## config.mk

```make
export PLATFORM = sky130hd
export DESIGN_NAME = branch_resolve_unit_flat
export DESIGN_NICKNAME = d
export VERILOG_FILES = /design/src/rtl/cpu_isa_pkg.sv /design/src/rtl/branch_resolve_unit_if.sv /design/src/rtl/branch_decode.sv /design/src/rtl/branch_resolve_unit.sv /design/src/flat_wrapper.sv
export SDC_FILE = /design/constraint.sdc
export NUM_CORES = 1
export LEC_CHECK = 0
export ABC_AREA = 1
export ABC_CLOCK_PERIOD_IN_PS = 1420
export CORE_ASPECT_RATIO = 1.25
export CORE_MARGIN = 2
export CORE_UTILIZATION = 39
export DETAILED_ROUTE_END_ITERATION = 16
export PLACE_DENSITY = 0.83
export SYNTH_ARGS = -nofsm -noshare
export SYNTH_HDL_FRONTEND = slang
export SYNTH_SLANG_ARGS = --single-unit
export TNS_END_PERCENT = 5
```

## constraint.sdc

```tcl
create_clock -name clk -period 1.42 [get_ports clk]
set_input_delay 0.426 -clock clk [delete_from_list [all_inputs] [get_ports clk]]
set_output_delay 0.426 -clock clk [all_outputs]
set_load 0.05 [all_outputs]
```

## src/rtl/cpu_isa_pkg.sv

```systemverilog
// -----------------------------------------------------------------------------
// cpu_isa_pkg
// Instruction-set constants shared by fetch/decode-side blocks.
//   - opcode values for branch and jump, the HALT encoding
//   - bit positions of the op / dir / off fields in a 9-bit instruction
//   - state encoding of the branch resolve FSM
// -----------------------------------------------------------------------------
package cpu_isa_pkg;

   localparam int ISA_INSTR_W = 9;
   localparam int OP_MSB      = 8;
   localparam int OP_LSB      = 6;
   localparam int DIR_BIT     = 5;
   localparam int OFF_MSB     = 4;
   localparam int OFF_W       = 5;

   localparam logic [2:0]             OP_BRANCH  = 3'b110;
   localparam logic [2:0]             OP_JUMP    = 3'b111;
   localparam logic [ISA_INSTR_W-1:0] INSTR_HALT = 9'h000;

   typedef enum logic [1:0] {
      RUN    = 2'd0,
      FLUSH  = 2'd1,
      HALTED = 2'd2
   } br_state_e;

endpackage

```

## src/rtl/branch_resolve_unit_if.sv

```systemverilog
// -----------------------------------------------------------------------------
// branch_resolve_unit_if
// Bundle between fetch and the branch resolve unit.
//   fetch -> unit : if_pc, if_instr, stall, cond_flag
//   unit -> fetch : pc_in, branch, taken, target, jump_sign, start
//   unit -> decode: id_valid, id_instr, id_pc
// slave  : the branch resolve unit side
// master : the driving side (fetch / environment)
// -----------------------------------------------------------------------------
interface branch_resolve_unit_if #(
   parameter int PC_W    = 16,
   parameter int INSTR_W = 9
);
   logic [PC_W-1:0]    if_pc;
   logic [INSTR_W-1:0] if_instr;
   logic               stall;
   logic               cond_flag;

   logic [PC_W-1:0]    pc_in;
   logic               branch;
   logic               taken;
   logic [PC_W-1:0]    target;
   logic               jump_sign;
   logic               start;

   logic               id_valid;
   logic [INSTR_W-1:0] id_instr;
   logic [PC_W-1:0]    id_pc;

   modport slave (
      input  if_pc, if_instr, stall, cond_flag,
      output pc_in, branch, taken, target, jump_sign, start,
      output id_valid, id_instr, id_pc
   );

   modport master (
      output if_pc, if_instr, stall, cond_flag,
      input  pc_in, branch, taken, target, jump_sign, start,
      input  id_valid, id_instr, id_pc
   );
endinterface

```

## src/rtl/branch_decode.sv

```systemverilog
// -----------------------------------------------------------------------------
// branch_decode
// Combinational classification of one fetched instruction.
//   instr_i     in   9  instruction word
//   cond_flag_i in   1  branch condition from execute
//   is_br_o     out  1  conditional branch or unconditional jump
//   is_taken_o  out  1  jump, or branch whose condition is true
//   off_o       out  5  offset magnitude
//   dir_o       out  1  1 = forward (add), 0 = backward (subtract)
//   is_halt_o   out  1  instruction word is the HALT encoding
// -----------------------------------------------------------------------------
module branch_decode
   import cpu_isa_pkg::*;
(
   input  logic [ISA_INSTR_W-1:0] instr_i,
   input  logic                   cond_flag_i,
   output logic                   is_br_o,
   output logic                   is_taken_o,
   output logic [OFF_W-1:0]       off_o,
   output logic                   dir_o,
   output logic                   is_halt_o
);
   logic [2:0] op;
   logic       is_cbr;
   logic       is_jmp;

   assign op         = instr_i[OP_MSB:OP_LSB];
   assign is_cbr     = (op == OP_BRANCH);
   assign is_jmp     = (op == OP_JUMP);
   assign is_br_o    = is_cbr | is_jmp;
   assign is_taken_o = is_jmp | (is_cbr & cond_flag_i);
   assign off_o      = instr_i[OFF_MSB:0];
   assign dir_o      = instr_i[DIR_BIT];
   assign is_halt_o  = (instr_i == INSTR_HALT);
endmodule

```

## src/rtl/branch_resolve_unit.sv

```systemverilog
// -----------------------------------------------------------------------------
// branch_resolve_unit
// Captures each fetched instruction and its PC, resolves branches / jumps /
// halt, drives the fetch redirect outputs and forwards live instructions to
// decode. After a taken redirect the next FLUSH_CYC captures are squashed;
// a HALT stops the machine until reset.
//   clk    in  single clock, all state on posedge
//   rst_n  in  synchronous active-low reset (priority over stall)
//   bus    slave side of branch_resolve_unit_if (fetch inputs, redirect and
//          decode outputs)
// -----------------------------------------------------------------------------
module branch_resolve_unit
   import cpu_isa_pkg::*;
#(
   parameter int PC_W      = 16,
   parameter int INSTR_W   = 9,
   parameter int FLUSH_CYC = 1
) (
   input  logic                  clk,
   input  logic                  rst_n,
   branch_resolve_unit_if.slave  bus
);
   br_state_e          state_q, state_d;
   logic [1:0]         flush_cnt_q, flush_cnt_d;
   logic [PC_W-1:0]    pc_in_q, pc_in_d;
   logic               branch_q, branch_d;
   logic               taken_q, taken_d;
   logic [PC_W-1:0]    target_q, target_d;
   logic               jump_sign_q, jump_sign_d;
   logic               start_q, start_d;
   logic               id_valid_q, id_valid_d;
   logic [INSTR_W-1:0] id_instr_q, id_instr_d;
   logic [PC_W-1:0]    id_pc_q, id_pc_d;

   logic             dec_br, dec_taken, dec_dir, dec_halt;
   logic [OFF_W-1:0] dec_off;

   branch_decode u_decode (
      .instr_i     (bus.if_instr),
      .cond_flag_i (bus.cond_flag),
      .is_br_o     (dec_br),
      .is_taken_o  (dec_taken),
      .off_o       (dec_off),
      .dir_o       (dec_dir),
      .is_halt_o   (dec_halt)
   );

   always_comb begin
      state_d     = state_q;
      flush_cnt_d = flush_cnt_q;
      pc_in_d     = pc_in_q;
      branch_d    = branch_q;
      taken_d     = taken_q;
      target_d    = target_q;
      jump_sign_d = jump_sign_q;
      // start is a pulse: it drops on any edge that is not a fresh halt capture
      start_d     = 1'b0;
      id_valid_d  = id_valid_q;
      id_instr_d  = id_instr_q;
      id_pc_d     = id_pc_q;

      if (!bus.stall) begin
         pc_in_d     = bus.if_pc;
         id_pc_d     = bus.if_pc;
         // squashed / halted slots look like an empty, non-branch slot
         id_valid_d  = 1'b0;
         id_instr_d  = '0;
         branch_d    = 1'b0;
         taken_d     = 1'b0;
         target_d    = '0;
         jump_sign_d = 1'b0;

         unique case (state_q)
            RUN: begin
               id_valid_d = 1'b1;
               id_instr_d = bus.if_instr;
               if (dec_br) begin
                  branch_d    = 1'b1;
                  taken_d     = dec_taken;
                  target_d    = {{(PC_W-OFF_W){1'b0}}, dec_off};
                  jump_sign_d = dec_dir;
               end
               if (dec_halt) begin
                  state_d = HALTED;
                  start_d = 1'b1;
               end else if (dec_taken) begin
                  state_d     = FLUSH;
                  flush_cnt_d = 2'(FLUSH_CYC);
               end
            end
            FLUSH: begin
               flush_cnt_d = flush_cnt_q - 2'd1;
               if (flush_cnt_q <= 2'd1) state_d = RUN;
            end
            HALTED: begin
               state_d = HALTED;
            end
            default: begin
               state_d = RUN;
            end
         endcase
      end
   end

   always_ff @(posedge clk) begin
      if (!rst_n) begin
         state_q     <= RUN;
         flush_cnt_q <= '0;
         pc_in_q     <= '0;
         branch_q    <= 1'b0;
         taken_q     <= 1'b0;
         target_q    <= '0;
         jump_sign_q <= 1'b0;
         start_q     <= 1'b0;
         id_valid_q  <= 1'b0;
         id_instr_q  <= '0;
         id_pc_q     <= '0;
      end else begin
         state_q     <= state_d;
         flush_cnt_q <= flush_cnt_d;
         pc_in_q     <= pc_in_d;
         branch_q    <= branch_d;
         taken_q     <= taken_d;
         target_q    <= target_d;
         jump_sign_q <= jump_sign_d;
         start_q     <= start_d;
         id_valid_q  <= id_valid_d;
         id_instr_q  <= id_instr_d;
         id_pc_q     <= id_pc_d;
      end
   end

   assign bus.pc_in     = pc_in_q;
   assign bus.branch    = branch_q;
   assign bus.taken     = taken_q;
   assign bus.target    = target_q;
   assign bus.jump_sign = jump_sign_q;
   assign bus.start     = start_q;
   assign bus.id_valid  = id_valid_q;
   assign bus.id_instr  = id_instr_q;
   assign bus.id_pc     = id_pc_q;
endmodule

```

## src/flat_wrapper.sv

```systemverilog
// flat-port wrapper written by rule: the top's interface ports become plain ports
module branch_resolve_unit_flat import cpu_isa_pkg::*;
#(
   parameter int PC_W      = 16,
   parameter int INSTR_W   = 9,
   parameter int FLUSH_CYC = 1
)
  (clk, rst_n, bus_if_pc, bus_if_instr, bus_stall, bus_cond_flag, bus_pc_in, bus_branch, bus_taken, bus_target, bus_jump_sign, bus_start, bus_id_valid, bus_id_instr, bus_id_pc);
  branch_resolve_unit_if #(.PC_W(PC_W), .INSTR_W(INSTR_W)) bus_i ();
  input  logic clk;
  input  logic rst_n;
  input wire logic [$bits(bus_i.if_pc)-1:0] bus_if_pc;
  input wire logic [$bits(bus_i.if_instr)-1:0] bus_if_instr;
  input wire logic [$bits(bus_i.stall)-1:0] bus_stall;
  input wire logic [$bits(bus_i.cond_flag)-1:0] bus_cond_flag;
  output wire logic [$bits(bus_i.pc_in)-1:0] bus_pc_in;
  output wire logic [$bits(bus_i.branch)-1:0] bus_branch;
  output wire logic [$bits(bus_i.taken)-1:0] bus_taken;
  output wire logic [$bits(bus_i.target)-1:0] bus_target;
  output wire logic [$bits(bus_i.jump_sign)-1:0] bus_jump_sign;
  output wire logic [$bits(bus_i.start)-1:0] bus_start;
  output wire logic [$bits(bus_i.id_valid)-1:0] bus_id_valid;
  output wire logic [$bits(bus_i.id_instr)-1:0] bus_id_instr;
  output wire logic [$bits(bus_i.id_pc)-1:0] bus_id_pc;
  assign bus_i.if_pc = bus_if_pc;
  assign bus_i.if_instr = bus_if_instr;
  assign bus_i.stall = bus_stall;
  assign bus_i.cond_flag = bus_cond_flag;
  assign bus_pc_in = bus_i.pc_in;
  assign bus_branch = bus_i.branch;
  assign bus_taken = bus_i.taken;
  assign bus_target = bus_i.target;
  assign bus_jump_sign = bus_i.jump_sign;
  assign bus_start = bus_i.start;
  assign bus_id_valid = bus_i.id_valid;
  assign bus_id_instr = bus_i.id_instr;
  assign bus_id_pc = bus_i.id_pc;
  branch_resolve_unit #(.PC_W(PC_W), .INSTR_W(INSTR_W), .FLUSH_CYC(FLUSH_CYC)) u_core (.clk(clk), .rst_n(rst_n), .bus(bus_i));
endmodule
```

Word-level counts from Yosys, hierarchy flattened
Index checks and enable logic that the tools add are counted.
{"block": "totals", "regBits": 50, "output_inout_bits": 62, "wordCells": 49}
{"block": "classes", "n_addsub": 1, "order_cmp": 1, "n_eq_ne": 8, "n_mux": 17, "n_bitwise": 6, "n_reduce_logical": 6}
{"cell": "two-way mux 16 bit", "n": 1}
{"cell": "zero test 9 bit", "n": 1}
{"cell": "two-way mux 9 bit", "n": 1}
{"cell": "two-way mux 1 bit", "n": 8}
{"cell": "two-way mux 2 bit", "n": 4}
{"cell": "== test 3 bit (second input constant)", "n": 2}
{"cell": "case mux 2 bit (3 select lines)", "n": 1}
{"cell": "two-way mux 5 bit", "n": 1}
{"cell": "!= test 2 x 1 -> 1 bit (second input constant)", "n": 2}
{"cell": "case mux 2 bit (2 select lines)", "n": 1}
{"cell": "AND reduction 4 bit", "n": 1}
{"cell": "!= test 3 x 1 -> 1 bit (second input constant)", "n": 1}
{"cell": "NOT 1 bit", "n": 3}
{"cell": "AND reduction 3 bit", "n": 1}
{"cell": "OR reduction 3 bit", "n": 1}
{"cell": "== test 2 x 1 -> 1 bit (second input constant)", "n": 1}
{"cell": "== test 2 bit (second input constant)", "n": 1}
{"cell": "less-or-equal comparator 2 x 1 -> 1 bit (second input constant)", "n": 1}
{"cell": "zero test 2 bit", "n": 1}
{"cell": "!= test 2 bit (second input constant)", "n": 1}
{"cell": "bitwise OR 1 bit", "n": 2}
{"cell": "nonzero test 2 bit", "n": 1}
{"cell": "subtractor 2 x 1 -> 2 bit (second input constant)", "n": 1}
{"cell": "bitwise AND 1 bit", "n": 1}

Depth between registers and ports, before layout
{"block": "depth", "word_depth": 6, "ltp_mapped": 8}

By module
A second synthesis with hierarchy kept.
{"block": "hier_totals", "hier_cells": 236, "area_unflattened_um2": 1783.0}
{"module": "branch_resolve_unit", "instances": 1, "cells_per_inst": 218, "area_each_um2": 1691.6, "seq_area_each_um2": 780.7}
{"module": "branch_decode", "instances": 1, "cells_per_inst": 18, "area_each_um2": 91.3, "seq_area_each_um2": 0.0}

Least setup slack after synthesis
OpenSTA, ideal clock, no wires.
{"block": "synth_path", "path_type": "reg2out", "start": "register u_core.pc_in_q[0], in the netlist u_core.bus.pc_in[0]", "end": "output port bus_pc_in[0]", "arrival_ns": 0.914, "required_ns": 0.994, "path_slack_ns": 0.080, "stages_incl_launch_ff": 2, "path_cell_list": "dfxtp_1 > buf_4"}
{"element": "start: declaration", "line": "branch_resolve_unit.sv:25", "source": "logic [PC_W-1:0] pc_in_q, pc_in_d;"}
{"element": "start signal: assignment", "line": "branch_resolve_unit.sv:121", "source": "pc_in_q <= pc_in_d;"}
{"element": "end: declaration", "line": "flat_wrapper.sv:16", "source": "output wire logic [$bits(bus_i.pc_in)-1:0] bus_pc_in;"}
No word-level cell between the ends.

Final worst setup path
{"block": "layout_path", "start": "input port bus_stall", "end": "register u_core.start_q, in the netlist u_core.bus.start"}
{"block": "layout_via", "elab_chain_len": 1}
{"element": "start: declaration", "line": "flat_wrapper.sv:14", "source": "input wire logic [$bits(bus_i.stall)-1:0] bus_stall;"}
{"element": "OR reduction 3 bit (no source line)"}
{"element": "end signal: assignment", "line": "branch_resolve_unit.sv:126", "source": "start_q <= start_d;"}
{"element": "end: declaration", "line": "branch_resolve_unit.sv:30", "source": "logic start_q, start_d;"}
No other way between the ends.
A chain may end at the register's enable or synchronous reset.

==> results <==
==> flip-flops by register name, indices dropped and copies added (netlist names) <==
| signal | flops |
|---|---|
| u_core.bus.branch | 1 |
| u_core.bus.id_instr | 9 |
| u_core.bus.id_valid | 1 |
| u_core.bus.jump_sign | 1 |
| u_core.bus.pc_in | 16 |
| u_core.bus.start | 1 |
| u_core.bus.taken | 1 |
| u_core.bus.target | 5 |
| u_core.flush_cnt_q | 2 |
| u_core.state_q | 2 |
==> logic make-up after synthesis <==
kind of cell	Yosys count	synth area share (%)
other cells	1	0.218
fa+ha+maj	1	0.726
simple gates	94	22.9
buf+inv	51	18.4
flops	39	45.3
compound gates	40	12.4
==> cell usage in the layout (no fill, tap or decap) <==
master	synthesis	routed
inv_2	2	2
a21oi_2	2	4
nor2_1	40	36
o21ai_2	1	1
bufinv_16	0	2
o21ai_0	20	20
o31ai_1	1	1
nor2_4	1	4
buf_4	30	14
o21ai_1	1	1
clkbuf_8	0	5
clkbuf_1	2	1
nor2_2	4	5
inv_1	12	12
nand2_2	0	1
a21oi_1	15	13
nand3_1	15	13
nor3_1	1	1
or2_2	1	1
nand3_2	0	2
clkdlybuf4s50_1	0	19
dlymetal6s2s_1	0	9
buf_12	0	52
conb_1	1	11
dfxtp_1	39	39
nand4_1	1	1
ha_1	1	1
nand2_1	31	30
==> tightest hold or removal path, delay by kind of cell <==
| family | cells | cell delay (ns) |
|---|---|---|
| compound gates | 1 | 0.06 |
| simple gates | 1 | 0.08 |
| buf+inv | 1 | 0.15 |
==> synthesized netlist by cell type (2+ instances only) <==
library cell / n
nor2_2: 4
buf_4: 30
clkbuf_1: 2
buf_2: 4
o21ai_0: 20
nor2_1: 40
dfxtp_1: 39
inv_2: 2
a21oi_1: 15
a21oi_2: 2
inv_1: 12
nand2_1: 31
nand3_1: 15
==> metrics by stage <==
| stage | setup TNS, ns | power [mW] | hold WS (ns) |
|---|---|---|---|
| 5_1_grt | -0.179 | 3.54 | 0.497 |
| 2_1_floorplan | 0 | 1.84 | 0.453 |
| 3_3_place_gp | -4.38 | 2.31 | 0.467 |
| 6_report | -0.0189 | 3.42 | 0.474 |
| 4_1_cts | 0 | 3.42 | 0.497 |
| 3_5_place_dp | -6.09 | 2.34 | 0.484 |
==> layout make-up <==
| class | instances | area (um2) |
|---|---|---|
| multi-input cells | 146 | 708 |
| inverters | 14 | 52.6 |
| fillers | 301 | 1130 |
| clock buffers | 6 | 72.6 |
| repair buffers | 94 | 1450 |
| well taps | 58 | 72.6 |
| flip-flops and latches | 39 | 781 |
| clock inverters | 2 | 60.1 |
==> power groups by stage <==
stage	Combinational [mW]	Clock [mW]	Sequential (mW)
finish	1.08	1.09	1.26
CTS	1.06	1.10	1.26
detailed placement	1.06	0	1.28
floorplan	0.421	0	1.42
global placement	1.03	0	1.28
global route	1.13	1.14	1.26
==> worst paths after layout <==
check	endpoint	cells after the start	slack (ns)
worst max-delay path	u_core.bus.start$_SDFF_PP0_	5	-0.02
worst min-delay path	u_core.bus.id_instr[0]$_SDFFE_PN0N_	3	0.47
worst max register to register	u_core.state_q[1]$_SDFFE_PN0P_	7	0.14
worst min register to register	u_core.flush_cnt_q[0]$_SDFFE_PN0P_	2	0.49
==> what timing repair did <==
action                     CTS  global route
buffers inserted             0             1
resized for setup            0            21
setup endpoints to repair    0             5
==> routing by layer <==
layer  wire [um]  track usage, %
met1        1810            21.7
met2        2640            37.1
met3         437            7.59
met4          85            6.52
met5           0               0
==> impl_metrics.json <==
{
  "syn_to_final_growth_pct": 85.5,
  "cts_root_buffer": "clkbuf_8",
  "clk_pin_slew_ns": 0.08,
  "ant_nets": 0,
  "synth.top_cell.area_share_pct": 45.3,
  "layout-drive-gt1-share_pct": 30.9,
  "cts_tree": "built",
  "path_class": "in2reg",
  "final_nets": 330,
  "clkSinkCount": 39,
  "stdcell_count": 359,
  "ir_drop_uv": 716,
  "finish.utilization_pct": 73.9,
  "path_buf_inv": 2,
  "rows": 27,
  "critical_path.endpoint_type": "flop",
  "first_pass_iters": 4,
  "outcome": "finished, violations left",
  "fin_area_mm2": 0.00320,
  "critPathTopFamily": "buffers and inverters",
  "cts_hold_buf": 0,
  "worstHoldPathType": "in2reg",
  "p_int_mw": 2.35,
  "clock.fmax_ghz": 0.695,
  "avgRoutedWirePerCell_um": 13.8,
  "seq_power_share_pct": 36.7,
  "initial_utilization_pct": 39.8,
  "syn_area_mm2": 0.00172,
  "clkLatencyLatePin_ns": 0.29,
  "grt_pass1_wl_mm": 8.00,
  "pwr-share-clk_pct": 31.8,
  "min_from": "bus_if_instr[0]",
  "avgSynthCellArea_um2": 7.62,
  "gp_congestion": 0.761,
  "num_io_pins": 91,
  "antenna_found_initial": 0,
  "yosysTopAreaCell": "dfxtp_1",
  "htreeDepth": 2,
  "routed_wl_mm": 4.97,
  "grt_pass1_vias": 1723,
  "drc": 0,
  "syn_inst": 226,
  "arrival_ns": 1.63,
  "clk_path_buf_depth": 2,
  "synthArstFlopShare_pct": 0,
  "synth.distinct_cells": 23,
  "finalSetupViolCount": 1,
  "yosysWarnings": 0,
  "maxCapViolCount": 0,
  "pre_cts_ws_ns": -0.285,
  "dp.cells": 350,
  "maxSlewViolCount": 0,
  "p_sw_share_pct": 31.3,
  "io_buffers": 79,
  "p_leak_nw": 1.42,
  "skew_ns": 0.00842,
  "synth_seq_area_share_pct": 45.3,
  "r2r_start": "u_core.state_q[1]$_SDFFE_PN0P_",
  "overflow": 0,
  "critical_path_required_ns": 1.62,
  "die-area_mm2": 0.00497,
  "slowest_delay_ns": 0.42,
  "power.combinational.fraction_pct": 31.5,
  "routed_via_density": 4.68,
  "crit_chain": "clkdlybuf4s50_1 > buf_4 > nor2_4 > nand2_1 > nor3_1",
  "num_vias": 1681,
  "synth_edf_count": 0,
  "cp_slowest_cell": "clkdlybuf4s50_1",
  "hold_violations": 0,
  "grt_max_degree": 17,
  "period_needed_ns": 1.44,
  "crit_start": "bus_stall",
  "postSynth.topFlopCell": "dfxtp_1",
  "hpwl_mm": 3.91,
  "synth_area_leaders": "dfxtp_1 (45%), buf_4 (13%), nor2_1 (8.7%), nand2_1 (6.8%), o21ai_0 (5.8%)",
  "track_usage_pct": 20.4,
  "initialDrtViolationCount": 81,
  "violations": "negative setup slack",
  "core_mm2": 0.00432,
  "cp_max_fo": 8,
  "min_period_over_period_pct": 101,
  "fp.dieH_um": 78.3,
  "postPlaceCellArea_mm2": 0.00299,
  "start_kind": "primary input",
  "die_w_um": 63.5,
  "diodes": 0,
  "power_density_mw_per_mm2": 1070,
  "cts-buffers-inserted": 5,
  "setup_ws_ns": -0.0189,
  "power_switching_mw": 1.07,
  "synth-seq-cells": 39
}
(Power assumes the default switching activity.)
